===== src/rtl/apb_bridge_controller.sv =====
// AHB-to-APB bridge sequencer: accepts one AHB address phase at a time,
// runs the APB SETUP/ACCESS phases and returns read data to AHB.
module apb_bridge_controller #(
  parameter int ADDR_WIDTH = 32,
  parameter int DATA_WIDTH = 32
) (
  input  logic                  Hclk,
  input  logic                  Hresetn,
  input  logic                  Hvalid,
  input  logic                  Hwrite,
  input  logic [ADDR_WIDTH-1:0] Haddr,
  input  logic [DATA_WIDTH-1:0] Hwdata,
  input  logic [DATA_WIDTH-1:0] Prdata,
  output logic                  Hreadyout,
  output logic [DATA_WIDTH-1:0] Hrdata,
  output logic [2:0]            Pselx,
  output logic                  Penable,
  output logic                  Pwrite,
  output logic [ADDR_WIDTH-1:0] Paddr,
  output logic [DATA_WIDTH-1:0] Pwdata
);

  // state  | meaning
  // IDLE   | no transfer, ready to accept
  // WWAIT  | write accepted, capturing Hwdata
  // SETUP  | APB setup phase (Pselx set, Penable low)
  // ACCESS | APB access phase, may accept the next transfer
  typedef enum logic [1:0] {IDLE, WWAIT, SETUP, ACCESS} state_t;

  state_t                state;
  logic [ADDR_WIDTH-1:0] addr_q;
  logic [2:0]            sel_q;
  logic [DATA_WIDTH-1:0] hrdata_q;
  logic [2:0]            sel_dec;
  logic                  accept;

  // Three 64 MB windows starting at 0x8000_0000, selected by the top six address bits.
  always_comb begin
    sel_dec = 3'b000;
    case (Haddr[ADDR_WIDTH-1 -: 6])
      6'b100000: sel_dec = 3'b001;
      6'b100001: sel_dec = 3'b010;
      6'b100010: sel_dec = 3'b100;
      default:   sel_dec = 3'b000;
    endcase
  end

  assign accept = Hvalid && (sel_dec != 3'b000) && Hreadyout &&
                  ((state == IDLE) || (state == ACCESS));

  // Read data flows straight through during read ACCESS, otherwise the last captured value.
  assign Hrdata = ((state == ACCESS) && !Pwrite) ? Prdata : hrdata_q;

  always_ff @(posedge Hclk or negedge Hresetn) begin
    if (!Hresetn) begin
      state     <= IDLE;
      Hreadyout <= 1'b1;
      Pselx     <= 3'b000;
      Penable   <= 1'b0;
      Pwrite    <= 1'b0;
      Paddr     <= '0;
      Pwdata    <= '0;
      hrdata_q  <= '0;
      addr_q    <= '0;
      sel_q     <= 3'b000;
    end else begin
      case (state)
        IDLE, ACCESS: begin
          if ((state == ACCESS) && !Pwrite)
            hrdata_q <= Prdata;
          Penable <= 1'b0;
          if (accept) begin
            addr_q    <= Haddr;
            sel_q     <= sel_dec;
            Hreadyout <= 1'b0;
            if (Hwrite) begin
              state <= WWAIT;
              Pselx <= 3'b000;
            end else begin
              state  <= SETUP;
              Pselx  <= sel_dec;
              Paddr  <= Haddr;
              Pwrite <= 1'b0;
            end
          end else begin
            state     <= IDLE;
            Pselx     <= 3'b000;
            Hreadyout <= 1'b1;
          end
        end
        WWAIT: begin
          state  <= SETUP;
          Pselx  <= sel_q;
          Paddr  <= addr_q;
          Pwrite <= 1'b1;
          Pwdata <= Hwdata;
        end
        SETUP: begin
          state     <= ACCESS;
          Penable   <= 1'b1;
          Hreadyout <= 1'b1;
        end
        default: begin
          state     <= IDLE;
          Pselx     <= 3'b000;
          Penable   <= 1'b0;
          Hreadyout <= 1'b1;
        end
      endcase
    end
  end

endmodule


===== config.mk =====
export PLATFORM = sky130hd
export DESIGN_NAME = apb_bridge_controller
export DESIGN_NICKNAME = d
export VERILOG_FILES = /design/src/rtl/apb_bridge_controller.sv
export SDC_FILE = /design/constraint.sdc
export NUM_CORES = 1
export LEC_CHECK = 0
export CAP_MARGIN = 15
export CORE_ASPECT_RATIO = 0.7
export CORE_MARGIN = 2
export CORE_UTILIZATION = 43
export CTS_CLUSTER_SIZE = 12
export DETAILED_ROUTE_END_ITERATION = 6
export GPL_TIMING_DRIVEN = 0
export PLACE_DENSITY = 0.76
export SLEW_MARGIN = 0
export SYNTH_ARGS = -nofsm -noshare
export SYNTH_HDL_FRONTEND = slang
export SYNTH_SLANG_ARGS = --single-unit

===== constraint.sdc =====
create_clock -name Hclk -period 1.6 [get_ports Hclk]
set_input_delay 0.4 -clock Hclk [delete_from_list [all_inputs] [get_ports Hclk]]
set_output_delay 0.4 -clock Hclk [all_outputs]
set_load 0.03 [all_outputs]

* Yosys cells after proc, flatten, opt, wreduce, memory -nomap -nowiden
Cells that the tools add are included.
** Word-level totals
- Logic and storage cells :: 48
- Input port bits :: 100
- Bits in registers :: 139
** Cells by class
- Equality and inequality tests :: 8
- Mux-type cells :: 17
- Reduce and logical (&&, ||, !) cells :: 13
** Operators by type and width (count)
- $mux 32 :: 3
- $pmux 32 s2 :: 1
- $eq 6x6->1 const B :: 3
- $pmux 3 s3 :: 1
- $mux 3 :: 2
- $pmux 1 s2 :: 3
- $pmux 2 s3 :: 1
- $pmux 3 s2 :: 1
- $eq 2x2->1 const B :: 2
- $logic_and 1x1->1 :: 4
- $mux 2 :: 2
- $ne 2x2->1 const B :: 2
- $reduce_bool 2->1 :: 2
- $mux 1 :: 3
- $reduce_and 3->1 :: 1
- $reduce_bool 3->1 :: 1
- $eq 2x1->1 const B :: 1
- $logic_not 2->1 :: 1
- $reduce_and 2->1 :: 1
- $reduce_or 2->1 :: 1
- $logic_not 1->1 :: 1
- $logic_or 1x1->1 :: 1

* Logic depth before layout (Yosys ltp)
- Depth after elaboration :: 8
- Depth in mapped cells :: 8
- Depth with buffers taken out :: 5

* Worst setup path before layout
No wires, ideal clock.
- Path type :: flip-flop to output port
- Start point :: register Pwrite
- End point :: output Hrdata[10]
- Buffers on the path :: 1
- Required time :: 1.200 ns
- Arrival time :: 1.402 ns
- Stages on the path, launching flop included :: 5
- Path slack :: -0.202 ns
- Cells stage by stage :: dfrtp_1 -> inv_1 -> nand2_1 -> buf_2 -> mux2_2
** On the way
- Longest elaborated chain between the ends :: 3
** RTL lines
- start, declared :: line 18 : output logic Pwrite,
- start signal, assigned :: line 60 : Pwrite <= 1'b0;
- start signal, assigned :: line 83 : Pwrite <= 1'b0;
- start signal, assigned :: line 95 : Pwrite <= 1'b1;
- $logic_not 1->1 :: line 52 : assign Hrdata = ((state == ACCESS) && !Pwrite) ? Prdata : hrdata_q;
- $logic_and 1x1->1 :: line 52
- $mux 32
- end, declared :: line 15 : output logic [DATA_WIDTH-1:0] Hrdata,
Every way passes these cells.

* Worst setup path after layout
- Start point :: register state[0]
- End point :: output Hrdata[12]
** On the way
- Longest elaborated chain between the ends :: 3
** RTL lines
- start, declared :: line 30 : state_t state;
- start signal, assigned :: line 56 : state <= IDLE;
- start signal, assigned :: line 77 : state <= WWAIT;
- start signal, assigned :: line 80 : state <= SETUP;
- $eq 2x2->1 :: line 52
- $logic_and 1x1->1 :: line 52
- $mux 32
Every way passes these cells.

==> results.md <==
- Most frequent cells in the layout: dfrtp_1, clkdlybuf4s50_1, mux2_4
- Starting Density: 44.2%
- Root buffer selected by CTS: clkbuf_16
- Area of the die: 17,000 µm²
- Crit path max-delay family: flip-flops
- Layout cells sized above 1: 55.0%
- Largest net degree at the start of global routing: 77
- WP data required: 1.20 ns
- FF+latch area: 3480 µm²
- Drt via density: 5.87
- Hold path endpoint: addr_q[31]$_DFFE_PN0P_
- Fmax: 0.459 GHz
- Tot Pwr: 25.6 mW
- Max transition margin: 33.8%
- Vias after detailed routing: 5,956
- Sequential element share of the synthesized area: 50.6%
- Synth warn: 0
- Post-Syn Area: 6870 µm²
- Post-synthesis instance total: 530
- WHS: 0.483 ns
- Slew @ Worst Pin: 0.992 ns
- Worst-path clk slew: 0.06 ns
- Synth unique cells: 38
- Worst-Skew Late Latency: 0.42 ns
- Drt first-iter violations: 436
- Pwr Density: 2210 nW/µm²
- WP data arrival: 1.78 ns
- Source of the worst hold timing path: addr_q[31]$_DFFE_PN0P_
- Mean Syn Cell Area: 13.0 µm²
- Placeable Area: 15,500 µm²
- Peak VDD IR: 1.09 mV
- CP Capture Type: output port
- FF-to-FF End: addr_q[2]$_DFFE_PN0P_
- Register-to-register setup slack: -0.55 ns
- Die X: 155 µm
- Area leader, netlist: dfrtp_1
- Clock skew: 0.0127 ns
- Buf/Inv on CP: 2
- Routability cong.: 0.799
- Hold Path Stages: 1
- Failing checks: negative setup slack
- Drt first pass iters: 5
- Max-slew violations: 0
- I/O pin count: 202
- Number of diodes: 0
- Clk sink count: 139
- EDFF count, synth: 0
- Worst path max stage delay: 0.42 ns
- DRC viols: 0
- # setup viols final: 170
- Final worst slack: -0.577 ns
- Max cap viols: 0
- Nets: 908
- H-tree Lvls: 4
- Layout fillers: 932
- Setup TNS Final: -76.45 ns
- Slowest stage cell, crit path: dfrtp_1
- Ys flop type: dfrtp_1
- PortBufs: 200
- Reg2reg start: state[0]$_DFF_PN0_
- DRT Wirelength: 23.2 mm
- Worst r2r path cells: 9
- CTS Buffer Depth: 2
- CP Class: reg -> out
- Hold Vio Cnt, Final: 0
- Remaining Overflow, GRT: 0
- Mapped Nets: 635
- Pre-CTS setup slack: -0.699 ns
- Total CTS buffers: 17
- Crit start category: flop
- Final Instance Count excl. Fillers: 1,014
- WL/cell: 22.9 µm
- DP Wirelength: 13.9 mm
- Area occupied by multi-input gates: 3860 µm²
- Vias in the first global route: 6,186
- Most common cell after layout, fill and taps aside: dfrtp_1
- Unrepaired setup endpoints after global routing: true
- Top cell type's share of synthesized area: 50.2%
- Area grow syn2layout: 69.0%
- Tcrit/Tclk final: 136%
- First-pass GRT wire length: 35.5 mm
- Final worst path period need: 2.18 ns
- Total Routing Usage GR: 27.3%
- Leakage: 5.03 nW
- Status: finished, violations left
- Post-route ant nets: 0
- CTS tree: yes
- DIE HEIGHT: 110 µm
- Ranking of synthesized cells by area: dfrtp_1, mux2_2, mux2_4
- Post-Place Cells: 931
- CP Max Fanout: 7
- Worst Hold Class: reg -> reg
- Initial antenna violation count: 0
- Async S/R FF share, synth: 100%
- CP dominant cell by count: buf_6
- Yosys reg bits: 139
- Crit-path cells: ha_4, nand2_8, buf_6, mux2_4, buf_6
- Cell row count: 38
- Critical Path Start: state[0]$_DFF_PN0_
## how the worst max path moves through the flow
stage	endpoint	slack, ns	cells after the start
4_1_cts	Hrdata[12]	-0.62	6
3_3_place_gp	Pwrite$_DFFE_PN0P_	-5.84	1
6_report	Hrdata[12]	-0.58	5
5_1_grt	Hrdata[12]	-0.62	5
2_1_floorplan	addr_q[22]$_DFFE_PN0P_	-0.16	6
3_5_place_dp	addr_q[22]$_DFFE_PN0P_	-0.70	6
## area by class of cell
type,instances,area share (%)
clock buffer,23,4.03
multi-input combinational,331,33.3
buffer,48,4.55
sequential,139,30.0
inverter,8,0.302
tap,200,2.15
clock inverter,7,0.797
timing repair buffer,258,24.9
## report_power, final
part | internal (mW) | total (mW) | switching [mW]
clock | 2.35 | 3.84 | 1.49
sequential | 5.27 | 6.52 | 1.25
combinational | 7.59 | 15.3 | 7.69
## timing repair
action	4_1_cts	5_1_grt
pin swaps	13	15
setup endpoints to repair	234	210
hold buffers	1	0
resized for setup	508	119
buffers inserted	24	17
gates cloned	16	1
endpoints found under the hold margin	18	0
## flip-flops by register name, indices dropped and copies added, names as in the netlist, 2 cells and up
name / cells
hrdata_q: 32
Pwdata: 32
state: 2
Pselx: 3
Paddr: 32
sel_q: 3
addr_q: 32
## cell families after synthesis
logic type               after synthesis  share of synthesized area, %
AO/OA/AOI/OAI                        114                          12.3
AND/OR/NAND/NOR                       57                          4.79
adder cells (fa/ha/maj)                5                         0.910
flip-flops                           139                          50.6
buffers and inverters                 60                          4.68
multiplexers                         155                          26.7
## Yosys cell counts (all sizes together), types with 3 or more instances
cell type  count
ha             5
mux2         155
a21oi          4
nand3          3
a311oi        33
nor2b          6
a211oi        32
a22oi          3
buf           31
inv            7
o21ai          3
clkbuf        21
nor3          32
nand2          3
o22ai         34
dfrtp        138
## routing by layer
metal  vias up  part of all wire, %  routed length [µm]  GRT usage (%)
li1       2563                    -                   -              -
met1      3050                   41                9490           34.7
met2       294                   50               11500           46.3
met3        49                  7.8                1810           7.49
met4         0                  1.8                 415           7.61
met5         -                    0                   0              0
## metrics by stage
| step | util, % | instance area, µm² |
|---|---|---|
| 2_1_floorplan | - | 7170 |
| 3_3_place_gp | 60.6 | 9420 |
| 3_5_place_dp | 60.8 | 9450 |
| 4_1_cts | 73.1 | 11400 |
| 5_1_grt | 74.7 | 11600 |
| 6_report | 74.7 | 11600 |
(Power assumes the default switching activity.)
